**config.mk**
```make
export PLATFORM = sky130hd
export DESIGN_NAME = trace_sniff_fifo_writer
export DESIGN_NICKNAME = d
export VERILOG_FILES = /design/src/rtl/trace_sniff_fifo_writer_pkg.sv /design/src/rtl/trace_sniff_fifo_writer_delta_ts.sv /design/src/rtl/trace_sniff_fifo_writer.sv
export SDC_FILE = /design/constraint.sdc
export NUM_CORES = 1
export LEC_CHECK = 0
export CORE_ASPECT_RATIO = 1.25
export CORE_MARGIN = 2
export CORE_UTILIZATION = 55
export CTS_CLUSTER_DIAMETER = 150
export DETAILED_ROUTE_END_ITERATION = 10
export GPL_ROUTABILITY_DRIVEN = 0
export PLACE_DENSITY_LB_ADDON = 0.1
export SYNTH_ARGS = -nofsm -noshare
export SYNTH_HDL_FRONTEND = slang
export SYNTH_SLANG_ARGS = --single-unit
```
**constraint.sdc**
```tcl
create_clock -name trace_clk -period 5.1 [get_ports trace_clk]
set_input_delay 0.51 -clock trace_clk [delete_from_list [all_inputs] [get_ports trace_clk]]
set_output_delay 0.51 -clock trace_clk [all_outputs]
set_load 0.05 [all_outputs]
```
**src/rtl/trace_sniff_fifo_writer_pkg.sv**
```systemverilog
// Shared definitions for the trace sniff FIFO write path: entry command codes,
// the command field position and the writer state encoding.
package trace_sniff_fifo_writer_pkg;

  localparam int unsigned FE_FIFO_CMD_START   = 16;
  localparam int unsigned FE_FIFO_CMD_BIT_LEN = 2;

  localparam logic [FE_FIFO_CMD_BIT_LEN-1:0] CMD_MATCH = 2'd0;
  localparam logic [FE_FIFO_CMD_BIT_LEN-1:0] CMD_LTIME = 2'd1;
  localparam logic [FE_FIFO_CMD_BIT_LEN-1:0] CMD_STAT  = 2'd2;

  typedef enum logic [2:0] {
    StIdle,
    StArmed,
    StLtimePend,
    StBlocked,
    StDone
  } wr_state_e;

  function automatic logic [17:0] make_entry(logic [FE_FIFO_CMD_BIT_LEN-1:0] cmd,
                                             logic [15:0] payload);
    return {cmd, payload};
  endfunction

endpackage

```
**src/rtl/trace_sniff_fifo_writer_delta_ts.sv**
```systemverilog
// trace_delta_timestamp: saturating delta counter, cleared on arm and
// reloaded to 1 on every written match entry.
module trace_delta_timestamp #(
  parameter int unsigned pTS_WIDTH = 16
) (
  input  logic                 trace_clk,
  input  logic                 reset,
  input  logic                 i_clear,
  input  logic                 i_load_one,
  input  logic                 i_inc,
  output logic [pTS_WIDTH-1:0] o_ts
);

  logic [pTS_WIDTH-1:0] r_ts;

  always_ff @(posedge trace_clk) begin
    if (reset || i_clear) begin
      r_ts <= '0;
    end else if (i_load_one) begin
      r_ts <= pTS_WIDTH'(1);
    end else if (i_inc && (r_ts != '1)) begin
      r_ts <= r_ts + 1'b1;
    end
  end

  assign o_ts = r_ts;

endmodule

```
**src/rtl/trace_sniff_fifo_writer.sv**
```systemverilog
// Write-side sequencer for the trace sniff FIFO: turns matcher hits into
// MATCH/LTIME entries with delta timestamps and tracks the arm/capture lifecycle.
module trace_sniff_fifo_writer
  import trace_sniff_fifo_writer_pkg::*;
#(
  parameter int unsigned pTS_WIDTH        = 16,
  parameter int unsigned pEVENT_CNT_WIDTH = 16,
  parameter int unsigned pRULE_WIDTH      = 8
) (
  input  logic                        trace_clk,
  input  logic                        reset,
  input  logic                        arm,
  input  logic                        capture_enable,
  input  logic [pEVENT_CNT_WIDTH-1:0] max_events,
  input  logic                        match_valid,
  input  logic [pRULE_WIDTH-1:0]      match_rule,
  input  logic                        fifo_full,
  output logic                        fifo_wr,
  output logic [17:0]                 fifo_din,
  output logic                        armed,
  output logic                        capture_done,
  output logic                        overflow_blocked,
  output logic                        match_dropped,
  output logic [pEVENT_CNT_WIDTH-1:0] event_count
);

  wr_state_e                   r_state, w_state_next;
  logic                        r_fifo_wr;
  logic [17:0]                 r_fifo_din;
  logic [pEVENT_CNT_WIDTH-1:0] r_event_count;
  logic                        r_done, r_blocked, r_dropped;
  logic [7:0]                  r_rule;

  logic [pTS_WIDTH-1:0]        w_ts;
  logic [15:0]                 w_ts16;
  logic                        w_ts_long;
  logic [7:0]                  w_rule8;
  logic [pEVENT_CNT_WIDTH-1:0] w_cnt_plus;
  logic                        w_cnt_hits_max;
  logic                        w_wr, w_clear, w_ts_load1, w_ts_inc, w_cnt_inc, w_latch_rule;
  logic                        w_set_done, w_set_blocked, w_set_dropped;
  logic [17:0]                 w_din;

  assign w_ts16         = 16'(w_ts);
  assign w_ts_long      = |w_ts[pTS_WIDTH-1:8];
  assign w_rule8        = 8'(match_rule);
  assign w_cnt_plus     = (r_event_count == '1) ? r_event_count : r_event_count + 1'b1;
  assign w_cnt_hits_max = (max_events != '0) && (w_cnt_plus == max_events);

  trace_delta_timestamp #(
    .pTS_WIDTH (pTS_WIDTH)
  ) u_delta_ts (
    .trace_clk  (trace_clk),
    .reset      (reset),
    .i_clear    (w_clear),
    .i_load_one (w_ts_load1),
    .i_inc      (w_ts_inc),
    .o_ts       (w_ts)
  );

  always_comb begin
    w_state_next  = r_state;
    w_wr          = 1'b0;
    w_din         = r_fifo_din;
    w_clear       = 1'b0;
    w_ts_load1    = 1'b0;
    w_ts_inc      = 1'b0;
    w_cnt_inc     = 1'b0;
    w_latch_rule  = 1'b0;
    w_set_done    = 1'b0;
    w_set_blocked = 1'b0;
    w_set_dropped = 1'b0;
    if (!capture_enable) begin
      w_state_next = StIdle;
    end else if (arm) begin
      // A hit coincident with arm is deliberately ignored.
      w_state_next = StArmed;
      w_clear      = 1'b1;
    end else begin
      unique case (r_state)
        StArmed: begin
          w_ts_inc = 1'b1;
          if (match_valid) begin
            if (fifo_full) begin
              w_set_blocked = 1'b1;
              w_state_next  = StBlocked;
            end else if (w_ts_long) begin
              w_wr         = 1'b1;
              w_din        = make_entry(CMD_LTIME, w_ts16);
              w_latch_rule = 1'b1;
              w_state_next = StLtimePend;
            end else begin
              w_wr       = 1'b1;
              w_din      = make_entry(CMD_MATCH, {w_rule8, w_ts[7:0]});
              w_ts_load1 = 1'b1;
              w_cnt_inc  = 1'b1;
              if (w_cnt_hits_max) begin
                w_set_done   = 1'b1;
                w_state_next = StDone;
              end
            end
          end
        end
        StLtimePend: begin
          w_set_dropped = match_valid;
          if (fifo_full) begin
            w_set_blocked = 1'b1;
            w_state_next  = StBlocked;
          end else begin
            w_wr         = 1'b1;
            w_din        = make_entry(CMD_MATCH, {r_rule, 8'd0});
            w_ts_load1   = 1'b1;
            w_cnt_inc    = 1'b1;
            w_state_next = w_cnt_hits_max ? StDone : StArmed;
            w_set_done   = w_cnt_hits_max;
          end
        end
        StIdle, StBlocked, StDone: ;
        default: w_state_next = StIdle;
      endcase
    end
  end

  always_ff @(posedge trace_clk) begin
    if (reset) begin
      r_state       <= StIdle;
      r_fifo_wr     <= 1'b0;
      r_fifo_din    <= '0;
      r_event_count <= '0;
      r_done        <= 1'b0;
      r_blocked     <= 1'b0;
      r_dropped     <= 1'b0;
      r_rule        <= '0;
    end else begin
      r_state   <= w_state_next;
      r_fifo_wr <= w_wr;
      if (w_wr) r_fifo_din <= w_din;
      if (w_latch_rule) r_rule <= w_rule8;
      if (w_clear) begin
        r_event_count <= '0;
        r_done        <= 1'b0;
        r_blocked     <= 1'b0;
        r_dropped     <= 1'b0;
      end else begin
        if (w_cnt_inc) r_event_count <= w_cnt_plus;
        r_done    <= r_done | w_set_done;
        r_blocked <= r_blocked | w_set_blocked;
        r_dropped <= r_dropped | w_set_dropped;
      end
    end
  end

  assign fifo_wr          = r_fifo_wr;
  assign fifo_din         = r_fifo_din;
  assign armed            = (r_state == StArmed) || (r_state == StLtimePend);
  assign capture_done     = r_done;
  assign overflow_blocked = r_blocked;
  assign match_dropped    = r_dropped;
  assign event_count      = r_event_count;

endmodule

```
==> metrics.md, run 1 <==
| Metric | Value |
|---|---|
| Final Power | ~0.96 mW |
| Clock power frac | 0.393 |
| Worst r2r dst | r_state[0] |
| DRC violations left | 0 |
| Tmin final | 3.06 ns |
| Worst stage delay on the critical path | 0.73 ns |
| Post-synth ARST share | 0 |
| Chip height | 94.3 µm |
| P_leak | 1.59 nW |
| First-pass GRT wire length | 15400 µm |
| Worst Tran Pin Value | 1.06 ns |
| Top post-synthesis cells by area | dfxtp_1, nor2_1, a21oi_1 |
| Number of synthesized flops with an enable pin | 0 |
| GRT Residual Overflow | 0 |
| ANT nets after route | 0 |
| Clk root buf | clkbuf_8 |
| Distinct cells, synth | 61 |
| TritonCTS clock tree | yes |
| CP required | 5.34 ns |
| Largest net degree at the start of global routing | 31 |
| Comb power frac | 0.083 |
| Hold wc startpoint | capture_done |
| Internal power | 0.714 mW |
| R2R Path Start | event_count[4] |
| # H-tree levels | 3 |
| Ys flop type | dfxtp_1 |
| Hpwl dp | 6680 µm |
| Crit Path Class | reg2reg |
| Number of I/O pins | 69 |
| Hold-fix buffers at CTS | 0 |
| Startpoint Class | flop |
| Final hold slack | 0.442 ns |
| Max Clock Freq | 0.327 GHz |
| Post-synth top area share | 0.357 |
| Initial antenna violation count | 0 |
| Post-synthesis instance area | 3590 µm² |
| Cells after synthesis | 435 |
| Psw | approximately 0.24 mW |
| Pre-antenna DRT Iters | 4 |
| Layout cells sized above 1 | 0.0729 |
| DR vias | about 3400 |
| Sequential area share after synthesis | 0.357 |
| Post-CTS setup buffer count | 0 |
| Starting DRC count in detailed routing | 183 |
| # resized after CTS | 0 |
| Max IR drop VDD | 0.162 mV |
| Crit path arrival time | 3.30 ns |
| Synthesized net count | 467 |
| Worst hold endpoint | capture_done |
| GRT Overall Usage | 0.267 |
| Fin nets | 521 |
| Core ar. | ~6200 µm² |
| Sequential Power Share | 0.525 |
| Site Rows | 32 |
| Hold crit path type | reg2reg |
| Area delta synth->final | 23.2% |
| Total negative slack | 0 ns |
| Routed WL per cell | 15.5 µm |
| Total of max-cap violations | 0 |
| Die Area | 7190 µm² |
| Final Skew | around 0.0076 ns |
| Yosys top cell by area | dfxtp_1 |
| Slew Limit Fails | 0 |
| WL final | 8980 µm |
| RSZ-0062 raised after global routing | no |
| Yosys warns | 0 |
| Die Wd | about 76 µm |
| Final setup violating endpoints | 0 |
| Clock Pin Slew Worst Setup and Hold Paths | 0.08 ns |
| Register-to-Register Path Depth | 7 |
| CP max stage cell | nor4_1 |
| Final Hold Vio Count | 0 |
| Clock sinks | 64 |
| Fin crit share | 0.600 |
| Vias per cell | ~6 |
| Vias in the first global route | 3300 |
| Avg Synthesized Cell Area | 8.25 µm² |
| Switch share | 0.255 |
| Worst-skew pair later-pin latency | about 0.34 ns |
| PwrDens | between 200 and 250 nW/µm² |
| CTS Buf Count | 9 |
| Initial Utilization | 0.575 |
| Hold path depth | 2 |
| Bufs on Longest Clock Path | 2 |
| Relative slew slack | 0.288 |
| Crit. End Element | flop |
| I/O Buffers | 67 |
| Internal reg-to-reg setup slack | 2.04 ns |
| Yosys reg bits | 64 |
| CP Cell Sequence | nand3_1, nor4_1, xnor2_1, mux2i_1, a2111oi_2, or3b_1, a21o_1 |
| Outcome | completed |
| Antenna Cells | 0 |
| Max Fanout on Critical Path | 13 |
-- critical path: cells and delay by family, from the launching register on --
| family | cells | cell delay [ns] |
|---|---|---|
| AOI/OAI and AO/OA | 2 | 0.50 |
| muxes | 1 | 0.17 |
| xor gates and xnor gates | 1 | 0.18 |
| and+or+nand+nor | 3 | 1.49 |
| DFF | 1 | 0.62 |
-- cells in the mapped netlist, types with 4 or more instances --
cell      count
dfxtp_1      64
nor2_1       62
a21oi_1      34
nand2_1      27
nand3_1      20
xnor2_1      19
o21ai_0      15
xor2_1       15
nor3_1       14
nand4_1      13
clkbuf_1     12
or3_1        12
a211oi_1     11
mux2i_1      11
nor4_1       10
inv_1         9
and4_1        6
buf_4         6
a31oi_1       5
and3_1        5
buf_2         5
nand2b_1      5
a311oi_1      4
-- cell families (layout without fill, tap and decap cells) --
kind of cell / after synthesis / after routing / share of synthesized area
XOR/XNOR: 34 / 34 / 0.0830
AO/OA/AOI/OAI: 92 / 92 / 0.173
adder cells (fa/ha/maj): 2 / 2 / 0.00697
AND/OR/NAND/NOR: 195 / 195 / 0.299
buffers and inverters: 35 / 94 / 0.0450
flip-flops: 64 / 64 / 0.357
other: 1 / 1 / 0.00105
multiplexers: 12 / 12 / 0.0349
-- flip-flops by register name, summed over array words and instances, names as in the netlist --
signal	count
fifo_din	17
event_count	16
u_delta_ts.o_ts	16
r_rule	8
r_state	3
capture_done	1
fifo_wr	1
match_dropped	1
overflow_blocked	1
-- area by class of cell --
cell class	instances	area (µm²)
multi-input cells	336	2150
fillers	527	1820
flip-flops and latches	64	1280
repair buffers	68	678
clock buffers	9	124
well taps	85	106
clock inverters	7	48.8
inverters	10	37.5
-- through the flow --
stage	worst slack [ns]	utilization	area, µm²	std cells
2_1_floorplan	2.22	-	3590	435
3_3_place_gp	1.86	0.680	4250	563
3_5_place_dp	1.76	0.680	4250	563
4_1_cts	2.10	0.708	4420	579
5_1_grt	1.83	0.708	4420	579
6_report	2.04	0.708	4420	579
-- routing by layer --
layer / track usage / part of all wire / up-vias
met5: 0 / 0 / -
met4: 0.152 / 0.043 / 0
met3: 0.0606 / 0.052 / 35
met2: 0.467 / 0.50 / 122
met1: 0.301 / 0.40 / 1585
li1: - / - / 1688
-- layout by cell type, fill, tap and decap left out, types with 2 or more instances in the layout --
cell	n
clkdlybuf4s50_1	67
dfxtp_1	64
nor2_1	62
a21oi_1	34
nand2_1	27
nand3_1	20
xnor2_1	19
xor2_1	15
o21ai_0	15
nor3_1	14
nand4_1	13
or3_1	12
a211oi_1	11
mux2i_1	11
nor4_1	10
inv_1	9
clkbuf_8	9
and4_1	6
nand2b_1	5
and3_1	5
a31oi_1	5
a311oi_1	4
a21o_1	3
nand4_2	3
nor2b_1	3
clkinv_4	3
clkinv_2	3
nand3b_1	2
or3b_1	2
o31a_1	2
nor4_4	2
o21a_1	2
a41oi_1	2
ha_1	2
-- worst max path at each step --
stage	start	end	slack (ns)	cells after the start
detailed placement	capture_enable	event_count[9]	1.76	8
CTS	event_count[4]	r_state[0]	2.10	7
floorplan	event_count[0]	r_state[0]	2.22	9
global route	event_count[0]	r_state[0]	1.83	8
global placement	capture_enable	event_count[9]	1.86	8
finish	event_count[4]	r_state[0]	2.04	7
-- power by group through the flow --
stage / clock network (mW) / logic (mW) / registers, mW
2_1_floorplan: 0 / 0.0381 / 0.517
3_3_place_gp: 0 / 0.0776 / 0.515
3_5_place_dp: 0 / 0.0788 / 0.515
4_1_cts: 0.386 / 0.0790 / 0.503
5_1_grt: 0.413 / 0.0854 / 0.503
6_report: 0.377 / 0.0792 / 0.503
Power figures use the tool's default switching activity.
==> run 2, diff against run 1 <==
--- a/config.mk
+++ b/config.mk
@@ -7,7 +7,7 @@
 export LEC_CHECK = 0
 export CORE_ASPECT_RATIO = 1.25
 export CORE_MARGIN = 2
-export CORE_UTILIZATION = 55
+export CORE_UTILIZATION = 47
 export CTS_CLUSTER_DIAMETER = 150
 export DETAILED_ROUTE_END_ITERATION = 10
 export GPL_ROUTABILITY_DRIVEN = 0
==> constraint.sdc (replaced) <==
create_clock -name trace_clk -period 2.8 [get_ports trace_clk]
set_input_delay 0.28 -clock trace_clk [delete_from_list [all_inputs] [get_ports trace_clk]]
set_output_delay 0.28 -clock trace_clk [all_outputs]
set_load 0.05 [all_outputs]
==> run 2 against run 1 <==
Clock skew grew 0.0051 ns. Power grew 110%. Via count grew 3.4%. Sequential cell count is the same.
==> metrics.md, run 2 (synthesis results as in run 1) <==
| Metric | Value |
|---|---|
| Outcome | completed |
| Relative slew slack | 0.420 (+0.132) |
| Most frequent cells in the layout | clkdlybuf4s50_1, nor2_1, dfxtp_1 |
| Clock Pin Slew Worst Setup and Hold Paths | 0.08 ns (about the same) |
| Hold crit path type | reg2reg |
| WL final | 9560 µm (+6.4%) |
| Die Area | 8350 µm² (+16%) |
| DR vias | 3546 (+3.4%) |
| Vias per cell | 5.83 (-1.5%) |
| Largest net degree at the start of global routing | 27 (-13%) |
| Vias in the first global route | 3383 (+2.5%) |
| ANT nets after route | 0 (unchanged) |
| Clock sinks | 64 (unchanged) |
| PwrDens | 422 nW/µm² (+94%) |
| Fin util | 0.634 (-0.0741) |
| CP Cell Sequence | ha_1, and3_4, nand4_1, and4_1, nor4_1, nand4_1, or3b_1, a21o_1 |
| Crit Path Class | reg2reg |
| Total of max-cap violations | 0 (unchanged) |
| Pre-antenna DRT Iters | 5 (+1) |
| Final Hold Vio Count | 0 (unchanged) |
| CP required | 3.04 ns (-2.30 ns) |
| Worst stage delay on the critical path | 0.43 ns (-0.30 ns) |
| Final setup violating endpoints | 0 (unchanged) |
| First-pass GRT wire length | 15700 µm (+2.2%) |
| Number of fill cells | 669 (+27%) |
| Crit path arrival time | 2.90 ns (-0.40 ns) |
| Hpwl dp | 7290 µm (+9.0%) |
| Initial Utilization | 0.485 (-0.0897) |
| Final Skew | 0.0127 ns (+0.00511 ns) |
| Final hold slack | 0.451 ns (+0.00842 ns) |
| Most common cell after layout, fill and taps aside | clkdlybuf4s50_1 |
| # H-tree levels | 3 (unchanged) |
| DRC violations left | 0 (unchanged) |
| Max reg flops | 17 (unchanged) |
| Crit path top cell by count | nand4_1 |
| TritonCTS clock tree | yes |
| Clk root buf | clkbuf_8 |
| Tmin final | 2.66 ns (-0.399 ns) |
| Bufs on Longest Clock Path | 2 (unchanged) |
| Chip height | 102 µm (+7.8%) |
| P_leak | 1.72 nW (+8.1%) |
| Core ar. | 7400 µm² (+18%) |
| Crit. End Element | flop |
| Register Area | 1290 µm² (+0.49%) |
| Slew Limit Fails | 0 (unchanged) |
| Multi-input gate area | 2180 µm² (+1.5%) |
| Placed Instance Area | 4410 µm² (+3.9%) |
| Startpoint Class | flop |
| RSZ-0062 raised after global routing | no |
| Layout cells sized above 1 | 0.132 (+0.0589) |
| Area delta synth->final | 30.7% |
| Initial antenna violation count | 0 (unchanged) |
| Site Rows | 35 (+9.4%) |
| Worst Tran Pin Value | 0.866 ns (-0.199 ns) |
| Starting DRC count in detailed routing | 125 (-32%) |
| GRT Residual Overflow | 0 (unchanged) |
| Antenna Cells | 0 (unchanged) |
| Fin crit share | 0.950 (+0.350) |
| Fin nets | 543 (+4.2%) |
| Fin area | 4690 µm² (+6.1%) |
| Setup WS post-layout | 0.141 ns (-1.90 ns) |
| I/O Buffers | 67 (unchanged) |
| Max Fanout on Critical Path | 10 (-3) |
| Routed WL per cell | 15.7 µm (+1.3%) |
| Max IR drop VDD | 0.345 mV (+110%) |
| Setup WS pre-CTS | 0.0649 ns (-1.70 ns) |
| Die Wd | 82.2 µm (+7.8%) |
| Number of I/O pins | 69 (unchanged) |
| Max Clock Freq | 0.376 GHz (+15%) |
| Total negative slack | 0 ns (unchanged) |
| Hold-fix buffers at CTS | 0 (unchanged) |
| GRT Overall Usage | 0.241 (-0.0254) |
| Worst-skew pair later-pin latency | 0.34 ns (about the same) |
| CTS Buf Count | 9 (unchanged) |
| CP max stage cell | dfxtp_2 |
## run 2: cell types whose count changed in the layout (fill, tap and decap cells not counted), moves of 2 or more
cell       delta
buf_4        +22
dfxtp_2       +5
nand3_2       +2
dfxtp_1       -5
bufinv_16     +2
clkinv_2      -3
nand3_1       -2
## run 2: final cells by class
cell class | count | share of cell area
multi-input combinational | 336 | 0.464
sequential | 64 | 0.274
timing repair buffer | 90 | 0.180
clock buffer | 10 | 0.0293
tap | 92 | 0.0245
clock inverter | 6 | 0.0197
inverter | 10 | 0.00800
## run 2: repair_timing
action,in CTS,in global routing
resized for setup,0,8
setup endpoints to repair,0,3
buffers inserted,0,2
## run 2: final timing paths
| kind | from | end | slack [ns] | cells past startpoint |
|---|---|---|---|---|
| setup / recovery | event_count[0] | r_state[0] | 0.14 | 8 |
| setup reg to reg | event_count[0] | r_state[0] | 0.14 | 8 |
| hold / removal | capture_done | capture_done | 0.45 | 2 |
| hold reg to reg | capture_done | capture_done | 0.45 | 2 |
## run 2: per-layer routing
| layer | wire length (µm) | GRT usage |
|---|---|---|
| met1 | 3750 | 0.265 |
| met2 | 4910 | 0.436 |
| met3 | 508 | 0.0437 |
| met4 | 392 | 0.122 |
| met5 | 0 | 0 |
## run 2: per-stage QoR
stage               total power, mW  std cells
floorplan                      1.01        435
global placement               1.09        590
detailed placement             1.09        590
CTS                            1.99        606
global route                   2.04        608
finish                         1.98        608
## run 2: where the power goes
group	switching [mW]	internal, mW	leakage (nW)
Sequential	0.00328	0.913	0.518
Clock	0.380	0.528	0.109
Combinational	0.0793	0.0748	1.09
Total	0.463	1.52	1.72
## run 2: critical path, delay by kind of cell, from the launching register on
family	cells	cell delay, ns
simple gates	6	1.69
compound gates	1	0.16
fa+ha+maj	1	0.27
flops	1	0.43
